**src/rtl/jump_pkg.sv**
```systemverilog
// Shared types and constants for the jump press/charge path.
//   SQUEEZE_W / VEL_W : widths of the squeeze level and the jump velocity
//   SQUEEZE_MAX       : saturation point of the squeeze level
//   state_e           : charge FSM state encoding
//   sat_vel()         : clamps a wide velocity sum to the VEL_W range
package jump_pkg;

  localparam int unsigned SQUEEZE_W = 4;
  localparam int unsigned VEL_W     = 8;
  localparam int unsigned SUM_W     = 12;

  localparam logic [SQUEEZE_W-1:0] SQUEEZE_MAX = SQUEEZE_W'(14);

  typedef enum logic [1:0] {
    ST_IDLE         = 2'd0,
    ST_CHARGING     = 2'd1,
    ST_FIRE         = 2'd2,
    ST_WAIT_RELEASE = 2'd3
  } state_e;

  // Saturate a SUM_W-bit velocity to the largest VEL_W-bit value.
  function automatic logic [VEL_W-1:0] sat_vel(input logic [SUM_W-1:0] sum);
    logic [SUM_W-1:0] vel_max;
    vel_max = SUM_W'({VEL_W{1'b1}});
    return (sum > vel_max) ? {VEL_W{1'b1}} : sum[VEL_W-1:0];
  endfunction

endpackage

```
**src/rtl/bt_debounce.sv**
```systemverilog
// Button synchroniser and debouncer.
//   clk, rst    : clock, asynchronous active-low reset
//   i_bt        : raw button, asynchronous to clk
//   o_pressed   : debounced level (changes after DEBOUNCE_CYCLES stable samples)
//   press_rise  : one-cycle pulse in the first cycle o_pressed is high
//   press_fall  : one-cycle pulse in the first cycle o_pressed is low
module bt_debounce #(
  parameter int unsigned DEBOUNCE_CYCLES = 250000
) (
  input  logic clk,
  input  logic rst,
  input  logic i_bt,
  output logic o_pressed,
  output logic press_rise,
  output logic press_fall
);

  localparam int unsigned CNT_W = (DEBOUNCE_CYCLES > 1) ? $clog2(DEBOUNCE_CYCLES) : 1;
  localparam logic [CNT_W-1:0] CNT_LAST = CNT_W'(DEBOUNCE_CYCLES - 1);

  logic             sync1_q, sync2_q;
  logic [CNT_W-1:0] cnt_q, cnt_d;
  logic             pressed_q, pressed_d;
  logic             rise_q, rise_d;
  logic             fall_q, fall_d;

  // Stability counter: any sample equal to the current level restarts it.
  always_comb begin
    cnt_d     = cnt_q;
    pressed_d = pressed_q;
    if (sync2_q == pressed_q) begin
      cnt_d = '0;
    end else if (cnt_q == CNT_LAST) begin
      pressed_d = sync2_q;
      cnt_d     = '0;
    end else begin
      cnt_d = cnt_q + CNT_W'(1);
    end
    // Edge pulses are registered alongside the level so they line up with it.
    rise_d = pressed_d & ~pressed_q;
    fall_d = ~pressed_d & pressed_q;
  end

  always_ff @(posedge clk or negedge rst) begin
    if (!rst) begin
      sync1_q   <= 1'b0;
      sync2_q   <= 1'b0;
      cnt_q     <= '0;
      pressed_q <= 1'b0;
      rise_q    <= 1'b0;
      fall_q    <= 1'b0;
    end else begin
      sync1_q   <= i_bt;
      sync2_q   <= sync1_q;
      cnt_q     <= cnt_d;
      pressed_q <= pressed_d;
      rise_q    <= rise_d;
      fall_q    <= fall_d;
    end
  end

  assign o_pressed  = pressed_q;
  assign press_rise = rise_q;
  assign press_fall = fall_q;

endmodule

```
**src/rtl/press_charge.sv**
```systemverilog
// Press-to-charge conditioner ahead of the jump FSM: debounces the button,
// grows a squeeze level while held and fires a velocity strobe on release.
//   clk, rst   : clock, asynchronous active-low reset
//   i_bt       : raw button
//   i_en       : downstream FSM ready to accept a charge
//   o_pressed  : debounced button level
//   o_squeeze  : squeeze level 0..14 (zero outside CHARGING/FIRE)
//   o_v_init   : velocity latched at the last fire
//   o_fire     : one-cycle fire strobe, o_v_init valid in that cycle
//   o_charging : high while charging
// Build option: define CHARGE_TIMEOUT_EN to auto-fire after MAX_HOLD_CYCLES
// at full squeeze; otherwise charging waits for the release indefinitely.
module press_charge
  import jump_pkg::*;
#(
  parameter int unsigned DEBOUNCE_CYCLES    = 250000,
  parameter int unsigned CHARGE_STEP_CYCLES = 1250000,
  parameter int unsigned V_BASE             = 20,
  parameter int unsigned V_STEP             = 10,
  parameter int unsigned MAX_HOLD_CYCLES    = 25000000
) (
  input  logic                 clk,
  input  logic                 rst,
  input  logic                 i_bt,
  input  logic                 i_en,
  output logic                 o_pressed,
  output logic [SQUEEZE_W-1:0] o_squeeze,
  output logic [VEL_W-1:0]     o_v_init,
  output logic                 o_fire,
  output logic                 o_charging
);

`ifdef CHARGE_TIMEOUT_EN
  localparam bit TIMEOUT_EN = 1'b1;
`else
  localparam bit TIMEOUT_EN = 1'b0;
`endif

  localparam int unsigned STEP_W = (CHARGE_STEP_CYCLES > 1) ? $clog2(CHARGE_STEP_CYCLES) : 1;
  localparam logic [STEP_W-1:0] STEP_LAST = STEP_W'(CHARGE_STEP_CYCLES - 1);
  localparam int unsigned HOLD_W = (MAX_HOLD_CYCLES > 1) ? $clog2(MAX_HOLD_CYCLES) : 1;
  localparam logic [HOLD_W-1:0] HOLD_LAST = HOLD_W'(MAX_HOLD_CYCLES - 1);

  logic press_rise, press_fall;

  state_e               state_q, state_d;
  logic [STEP_W-1:0]    step_q, step_d;
  logic [HOLD_W-1:0]    hold_q, hold_d;
  logic [SQUEEZE_W-1:0] squeeze_q, squeeze_d;
  logic [VEL_W-1:0]     v_init_q, v_init_d;
  logic                 fire_q, fire_d;
  logic                 charging_q, charging_d;
  logic [SUM_W-1:0]     vel_sum_c;

  bt_debounce #(
    .DEBOUNCE_CYCLES(DEBOUNCE_CYCLES)
  ) u_debounce (
    .clk       (clk),
    .rst       (rst),
    .i_bt      (i_bt),
    .o_pressed (o_pressed),
    .press_rise(press_rise),
    .press_fall(press_fall)
  );

  // Velocity from the current squeeze; wide enough that only sat_vel clips.
  assign vel_sum_c = SUM_W'(V_BASE) + SUM_W'(squeeze_q) * SUM_W'(V_STEP);

  // Charge FSM next state and registered-output values.
  always_comb begin
    state_d   = state_q;
    step_d    = step_q;
    hold_d    = '0;
    squeeze_d = squeeze_q;
    v_init_d  = v_init_q;
    case (state_q)
      ST_IDLE: begin
        squeeze_d = '0;
        if (press_rise && i_en) begin
          state_d = ST_CHARGING;
          step_d  = '0;
        end
      end
      ST_CHARGING: begin
        // Abort wins over a release in the same cycle.
        if (!i_en) begin
          state_d   = ST_IDLE;
          squeeze_d = '0;
        end else if (press_fall) begin
          state_d  = ST_FIRE;
          v_init_d = sat_vel(vel_sum_c);
        end else if (TIMEOUT_EN && squeeze_q == SQUEEZE_MAX && hold_q == HOLD_LAST) begin
          state_d  = ST_FIRE;
          v_init_d = sat_vel(vel_sum_c);
        end else begin
          if (TIMEOUT_EN && squeeze_q == SQUEEZE_MAX) begin
            hold_d = hold_q + HOLD_W'(1);
          end
          if (step_q == STEP_LAST) begin
            step_d = '0;
            if (squeeze_q != SQUEEZE_MAX) begin
              squeeze_d = squeeze_q + SQUEEZE_W'(1);
            end
          end else begin
            step_d = step_q + STEP_W'(1);
          end
        end
      end
      ST_FIRE: begin
        // Squeeze stays visible for the fire cycle, then clears.
        squeeze_d = '0;
        state_d   = o_pressed ? ST_WAIT_RELEASE : ST_IDLE;
      end
      ST_WAIT_RELEASE: begin
        squeeze_d = '0;
        if (!o_pressed) begin
          state_d = ST_IDLE;
        end
      end
      default: begin
        state_d   = ST_IDLE;
        squeeze_d = '0;
      end
    endcase
    fire_d     = (state_d == ST_FIRE);
    charging_d = (state_d == ST_CHARGING);
  end

  always_ff @(posedge clk or negedge rst) begin
    if (!rst) begin
      state_q    <= ST_IDLE;
      step_q     <= '0;
      hold_q     <= '0;
      squeeze_q  <= '0;
      v_init_q   <= VEL_W'(V_BASE);
      fire_q     <= 1'b0;
      charging_q <= 1'b0;
    end else begin
      state_q    <= state_d;
      step_q     <= step_d;
      hold_q     <= hold_d;
      squeeze_q  <= squeeze_d;
      v_init_q   <= v_init_d;
      fire_q     <= fire_d;
      charging_q <= charging_d;
    end
  end

  assign o_squeeze  = squeeze_q;
  assign o_v_init   = v_init_q;
  assign o_fire     = fire_q;
  assign o_charging = charging_q;

endmodule

```
**config.mk**
```make
export PLATFORM = sky130hd
export DESIGN_NAME = press_charge
export DESIGN_NICKNAME = d
export VERILOG_FILES = /design/src/rtl/jump_pkg.sv /design/src/rtl/bt_debounce.sv /design/src/rtl/press_charge.sv
export SDC_FILE = /design/constraint.sdc
export NUM_CORES = 1
export LEC_CHECK = 0
export CAP_MARGIN = 20
export CORE_ASPECT_RATIO = 1.5
export CORE_UTILIZATION = 57
export DETAILED_ROUTE_END_ITERATION = 8
export PLACE_DENSITY = 0.76
export SLEW_MARGIN = 20
export SYNTH_ARGS = -nofsm -noshare
export SYNTH_HDL_FRONTEND = slang
export SYNTH_SLANG_ARGS = --single-unit
export TNS_END_PERCENT = 100
```
**constraint.sdc**
```tcl
create_clock -name clk -period 4.9 [get_ports clk]
set_clock_uncertainty 0.1 [all_clocks]
set_input_delay 0.735 -clock clk [delete_from_list [all_inputs] [get_ports clk]]
set_output_delay 0.735 -clock clk [all_outputs]
set_load 0.005 [all_outputs]
```
Yosys cells after proc, flatten, opt, wreduce, memory -nomap -nowiden
Cells that the tools add are included.
W data, S select, Z words.

storage, ports and cells
  flip-flop bits (word level) = 60
  input port bits = 4
  output and inout port bits = 15
  logic and storage cells = 65

operators by class
  add/sub/neg operators = 4
  $mul = 1
  order comparisons = 1
  equal/unequal tests = 15
  multiplexer cells = 21
  bitwise gates (word level) = 4
  reduce and logical (&&, ||, !) cells = 7

operators with widths
  kind                     number
  $mux W21                 4
  $pmux W21 S2             1
  $mux W18                 2
  $add A21 B1 Y21 const B  1
  $eq A21 B21 Y1 const B   1
  $add A18 B1 Y18 const B  1
  $eq A18 B18 Y1 const B   1
  $mux W4                  4
  $mux W2                  5
  $add A5 B8 Y9 const A    1
  $gt A9 B8 Y1 const B     1
  $ne A3 B3 Y1 const B     3
  $mux W8                  1
  $pmux W2 S4              1
  $pmux W4 S2              1
  $mul A4 B3 Y7 const B    1
  $eq A2 B2 Y1 const B     3
  $ne A2 B2 Y1 const B     3
  $reduce_and A3 Y1        2
  $add A4 B1 Y4 const B    1
  $eq A2 B1 Y1 const B     2
  $ne A4 B4 Y1 const B     1
  $reduce_and A4 Y1        1
  $reduce_or A3 Y1         1
  7 further kinds          10

Logic depth before layout (Yosys ltp)
  depth after elaboration = 6
  gate-level depth with buffers = 8

By module
A second synthesis with hierarchy kept.

unflattened totals
  cell total of the unflattened synthesis = 338
  area, all modules = 3260.6 µm²

by module, submodules not included
  module        times used  cells each  area each (µm²)  sequential area each (µm²)
  press_charge  1           234         2163.3           928.4
  bt_debounce   1           104         1097.3           575.6

Least setup slack after synthesis
Ideal clock, no wire load.

  path type = register to register
  from = register squeeze_q[1] (netlist: o_squeeze[1])
  to = register v_init_q[7] (netlist: o_v_init[7])
  setup time = 0.132 ns
  data arrival time = 2.138 ns
  data required time = 4.668 ns
  setup slack = 2.530 ns
  cell stages (with the launch flop) = 9
  cell sequence = dfrtp_1 ha_1 ha_1 inv_1 fa_1 nor3_1 nand4_1 a21boi_0 o31ai_1

between the ends
  longest elaborated chain between the ends = 4

ends and longest elaborated chain
  item                    RTL line             RTL
  from (decl)             press_charge.sv:49   logic [SQUEEZE_W-1:0] squeeze_q, squeeze_d;
  from (signal assigned)  press_charge.sv:142  squeeze_q <= squeeze_d;
  $mul A4 B3 Y7 *         press_charge.sv:67   assign vel_sum_c = SUM_W'(V_BASE) + SUM_W'(squeeze_q) * SUM_W'(V_STEP);
  $add A5 B8 Y9 *         press_charge.sv:67
  $gt A9 B8 Y1            jump_pkg.sv:25       return (sum > vel_max) ? {VEL_W{1'b1}} : sum[VEL_W-1:0];
  $mux W8 *               jump_pkg.sv:25
  to (signal assigned)    press_charge.sv:135  v_init_q <= VEL_W'(V_BASE);
  to (signal assigned)    press_charge.sv:143  v_init_q <= v_init_d;
  to (decl)               press_charge.sv:50   logic [VEL_W-1:0] v_init_q, v_init_d;

Every way passes the cells marked *; elsewhere a longest branch is shown, timed or not.
A chain may end at the register's enable or synchronous reset.

Final worst setup path
  from = input i_en
  to = register step_q[9]

between the ends
  longest elaborated chain between the ends = 3
  elaborated cells between the ends (all ways) = 4
  those cells by class = eq/ne: 2; reduce/logical: 2

ends and longest elaborated chain
  item                           RTL line             RTL
  from (decl)                    press_charge.sv:25   input logic i_en,
  $logic_and A1 B1 Y1            press_charge.sv:79   if (press_rise && i_en) begin
  $ne A2 B2 Y1 (no line)         --
  $reduce_and A4 Y1 (no line) *  --
  to (signal assigned)           press_charge.sv:140  step_q <= step_d;
  to (decl)                      press_charge.sv:47   logic [STEP_W-1:0] step_q, step_d;

Marked as above.

==> impl_metrics.csv <==
group,metric,value,unit
clocking,cts_tree,"built",
power,power.internal,751.0,uW
cells_and_area,postLayoutCellArea,3462,um2
routing,vias_per_cell,5.921,
routing,wirelength,5969,um
routing,routedWlPerCell,14.70,um
power,power.density,276.2,nW/um2
worst_hold_path,hp-class,"reg -> reg",
synthesis,syn_inst,311,
floorplan,die_y,91.19,um
placement,placed_area,3261,um2
grt,gr-usage-all-layers,24.39,%
synthesis,syn_area,3023,um2
power,power_switching,205.2,uW
floorplan,io_pins,19,
routing,dr.pass1.iters,4,
floorplan,fp.dieArea,5605,um2
clocking,postCtsHoldBufs,0,
synthesis,async_flop_share,100.0,%
sta,max_freq,0.3718,GHz
sta,min_period_over_period,54.89,%
critical_path,critPathCaptureType,"register",
power,max-vdd-ir-drop,223.4,uV
sta,rsz0062_at_grt,"no",
critical_path,cp_slowest_stage_delay,0.61,ns
cells_and_area,seqCellArea,1504,um2
sta,fin_tns_setup,0,ns
cells_and_area,utilization,67.55,%
power,p_leak,1.434,nW
floorplan,die_x,61.46,um
synthesis,yosysMostFrequentCell,"dfrtp_1",
synthesis,synth-edff-count,0,
clocking,clk_pin_slew,0.06,ns
worst_hold_path,whs_path_depth,0,
synthesis,synth_top_cell_area_share,48.01,%
synthesis,yosys-top-cells-count,"dfrtp_1 (58), nand2_1 (40), nor2_1 (35)",
sta,period_minus_slack,2.689,ns
sta,hold_viol_final,0,
synthesis,syn_avg_cell_area,9.720,um2
critical_path,required,5.01,ns
placement,hpwlAfterDp,4092,um
sta,setup_viol,0,
power,pwr-share-seq,52.4,%
clocking,cts_made_buffers,9,
cells_and_area,n_antenna_cell,0,
synthesis,synth_fp_nets,325,
clocking,htree_levels,3,
routing,route.vias.total,2404,
synthesis,yosys.cell_types.count,46,
synthesis,yosysSeqAreaShare,49.75,%
placement,port_buffers,18,
grt,overflow,0,
placement,finalWeightedCongestion,0.8121,
grt,antenna_found_initial,0,
sta,tightestPinTransition,0.9959,ns
critical_path,path_cells,"clkdlybuf4s50_1 > nor2b_1 > o21ai_1 > clkinv_1 > nand4_1 > xor2_1 > nor2_1",
synthesis,synth_area_leaders,"dfrtp_1 (48%), nand2_1 (5.0%), nor2_1 (4.3%)",
cells_and_area,fillers,410,
cells_and_area,multiInputGateArea,1463,um2
synthesis,yosys_warnings,0,
sta,maxSlewViolCount,0,
cells_and_area,areaGrowthSynthToFinish,14.53,%
synthesis,ys_ff_latch,60,
cells_and_area,drive_gt1_share,7.101,%
power,pwr-share-comb,1.9,%
flow_run,drv_cap,0,
clocking,cts_buffer_depth,2,
floorplan,row_count,32,
critical_path,critical_path_peak_fanout,17,
sta,relSlewSlack,33.00,%
power,switching_share,21.46,%
power,clkPwrFrac,45.8,%
clocking,post_cts_resized,0,
grt,grt_max_degree,61,
critical_path,crit_path_top_delay_cell,"clkinv_1",
clocking,cts_setup_buffers,0,
routing,drtIter0Drc,122,
sta,worst_slack,2.211,ns
routing,drt.antenna.violating_nets,0,
routing,route.detailed.drc,0,
power,power,956.3,uW
critical_path,reg2reg_depth,7,
placement,preCtsSetupSlack,1.836,ns
clocking,cts_root_buf,"clkbuf_8",
cells_and_area,fin_nets,347,
grt,grt_pass1_wl,10130,um
floorplan,core,5125,um2
critical_path,crit_arrival,2.80,ns
floorplan,start_util,58.98,%
grt,grt_pass1_vias,2350,
clocking,clk_latency,0.33,ns
critical_path,path_class,"in -> reg",
status,run_status,"completed",
clocking,cts_sinks,60,
synthesis,synth_top_area_cell,"dfrtp_1",
synthesis,ys.flop_type,"dfrtp_1",
critical_path,critPathLaunchType,"input port",
[state kept, by name, summed over array words and instances, names as in the netlist]
signal                 count
u_debounce.press_fall      1
u_debounce.cnt_q          18
o_charging                 1
step_q                    21
u_debounce.o_pressed       1
u_debounce.sync2_q         1
u_debounce.sync1_q         1
o_squeeze                  4
o_v_init                   8
o_fire                     1
u_debounce.press_rise      1
state_q                    2
[metrics by stage]
step           hold WS (ns)  instances
6_report             0.2659        406
5_1_grt              0.2828        406
4_1_cts              0.2693        406
3_5_place_dp         0.2426        390
3_3_place_gp         0.2450        390
2_1_floorplan        0.2312        311
[cells by family (layout without fill, tap and decap cells)]
group | count (synthesis) | after routing | share of synthesized area (%)
AO/OA/AOI/OAI | 51 | 51 | 10.76
XOR/XNOR | 28 | 28 | 8.113
adder cells (fa/ha/maj) | 10 | 10 | 4.388
buffers and inverters | 17 | 44 | 2.276
flip-flops | 60 | 60 | 49.75
multiplexers | 3 | 3 | 1.076
AND/OR/NAND/NOR | 142 | 142 | 23.63
[critical path, delay by kind of cell]
family / cells / cell delay (ns)
xor+xnor: 1 / 0.16
buf+inv: 2 / 1.06
compound gates: 1 / 0.34
simple gates: 3 / 0.50
[power groups by stage]
stage | Combinational, mW | Clock [mW] | Sequential (mW)
final | 0.0177 | 0.438 | 0.501
after global routing | 0.0213 | 0.467 | 0.501
after CTS | 0.0188 | 0.444 | 0.501
after detailed placement | 0.0188 | 0 | 0.510
after global placement | 0.0186 | 0 | 0.510
after floorplan | 0.00511 | 0 | 0.510
[final cells by class]
type	count	area share, %
Timing Repair Buffer	19	5.276
Inverter	9	0.9758
Multi-Input combinational cell	234	42.25
Clock buffer	12	4.192
Sequential cell	60	43.44
Clock inverter	4	1.409
Tap cell	68	2.458
[per-layer routing]
layer | GRT usage, % | vias to the layer above | wire [um]
li1 | - | 1156 | -
met1 | 29.39 | 1177 | 2561
met4 | 12.22 | 0 | 153
met5 | 0 | - | 0
met3 | 7.265 | 13 | 185
met2 | 38.50 | 58 | 3069
[cells in the final DEF, fill, tap and decap left out, types with 2 or more instances in the layout]
cell             count
ha_1                 9
a41oi_1              4
nor3b_1              2
nor4b_1              2
clkbuf_8            10
xnor2_1             15
clkbuf_1             2
mux2_2               2
nor2b_1              4
a31oi_1             17
nor4_1               4
o21ai_0              9
xor2_1              13
nand2_1             40
or3_1                3
clkdlybuf4s50_1     17
inv_1                8
nor3_1               4
a22o_1               3
a21oi_1              9
dfstp_2              2
dfrtp_1             58
nand3_1             19
nor2_1              35
o211ai_1             4
nand4_1             12
and3_1               4
clkinv_2             2
and2_1               3
[final timing paths]
kind                                    start                  to  slack [ns]
setup / recovery                         i_en           step_q[9]        2.21
hold / removal             u_debounce.sync1_q  u_debounce.sync2_q        0.27
max in group asynchronous                 rst         o_v_init[3]        3.77
min in group asynchronous                 rst           step_q[5]        0.44
setup reg to reg                 o_squeeze[1]         o_v_init[2]        2.29
hold reg to reg            u_debounce.sync1_q  u_debounce.sync2_q        0.27
Power figures use the tool's default switching activity.
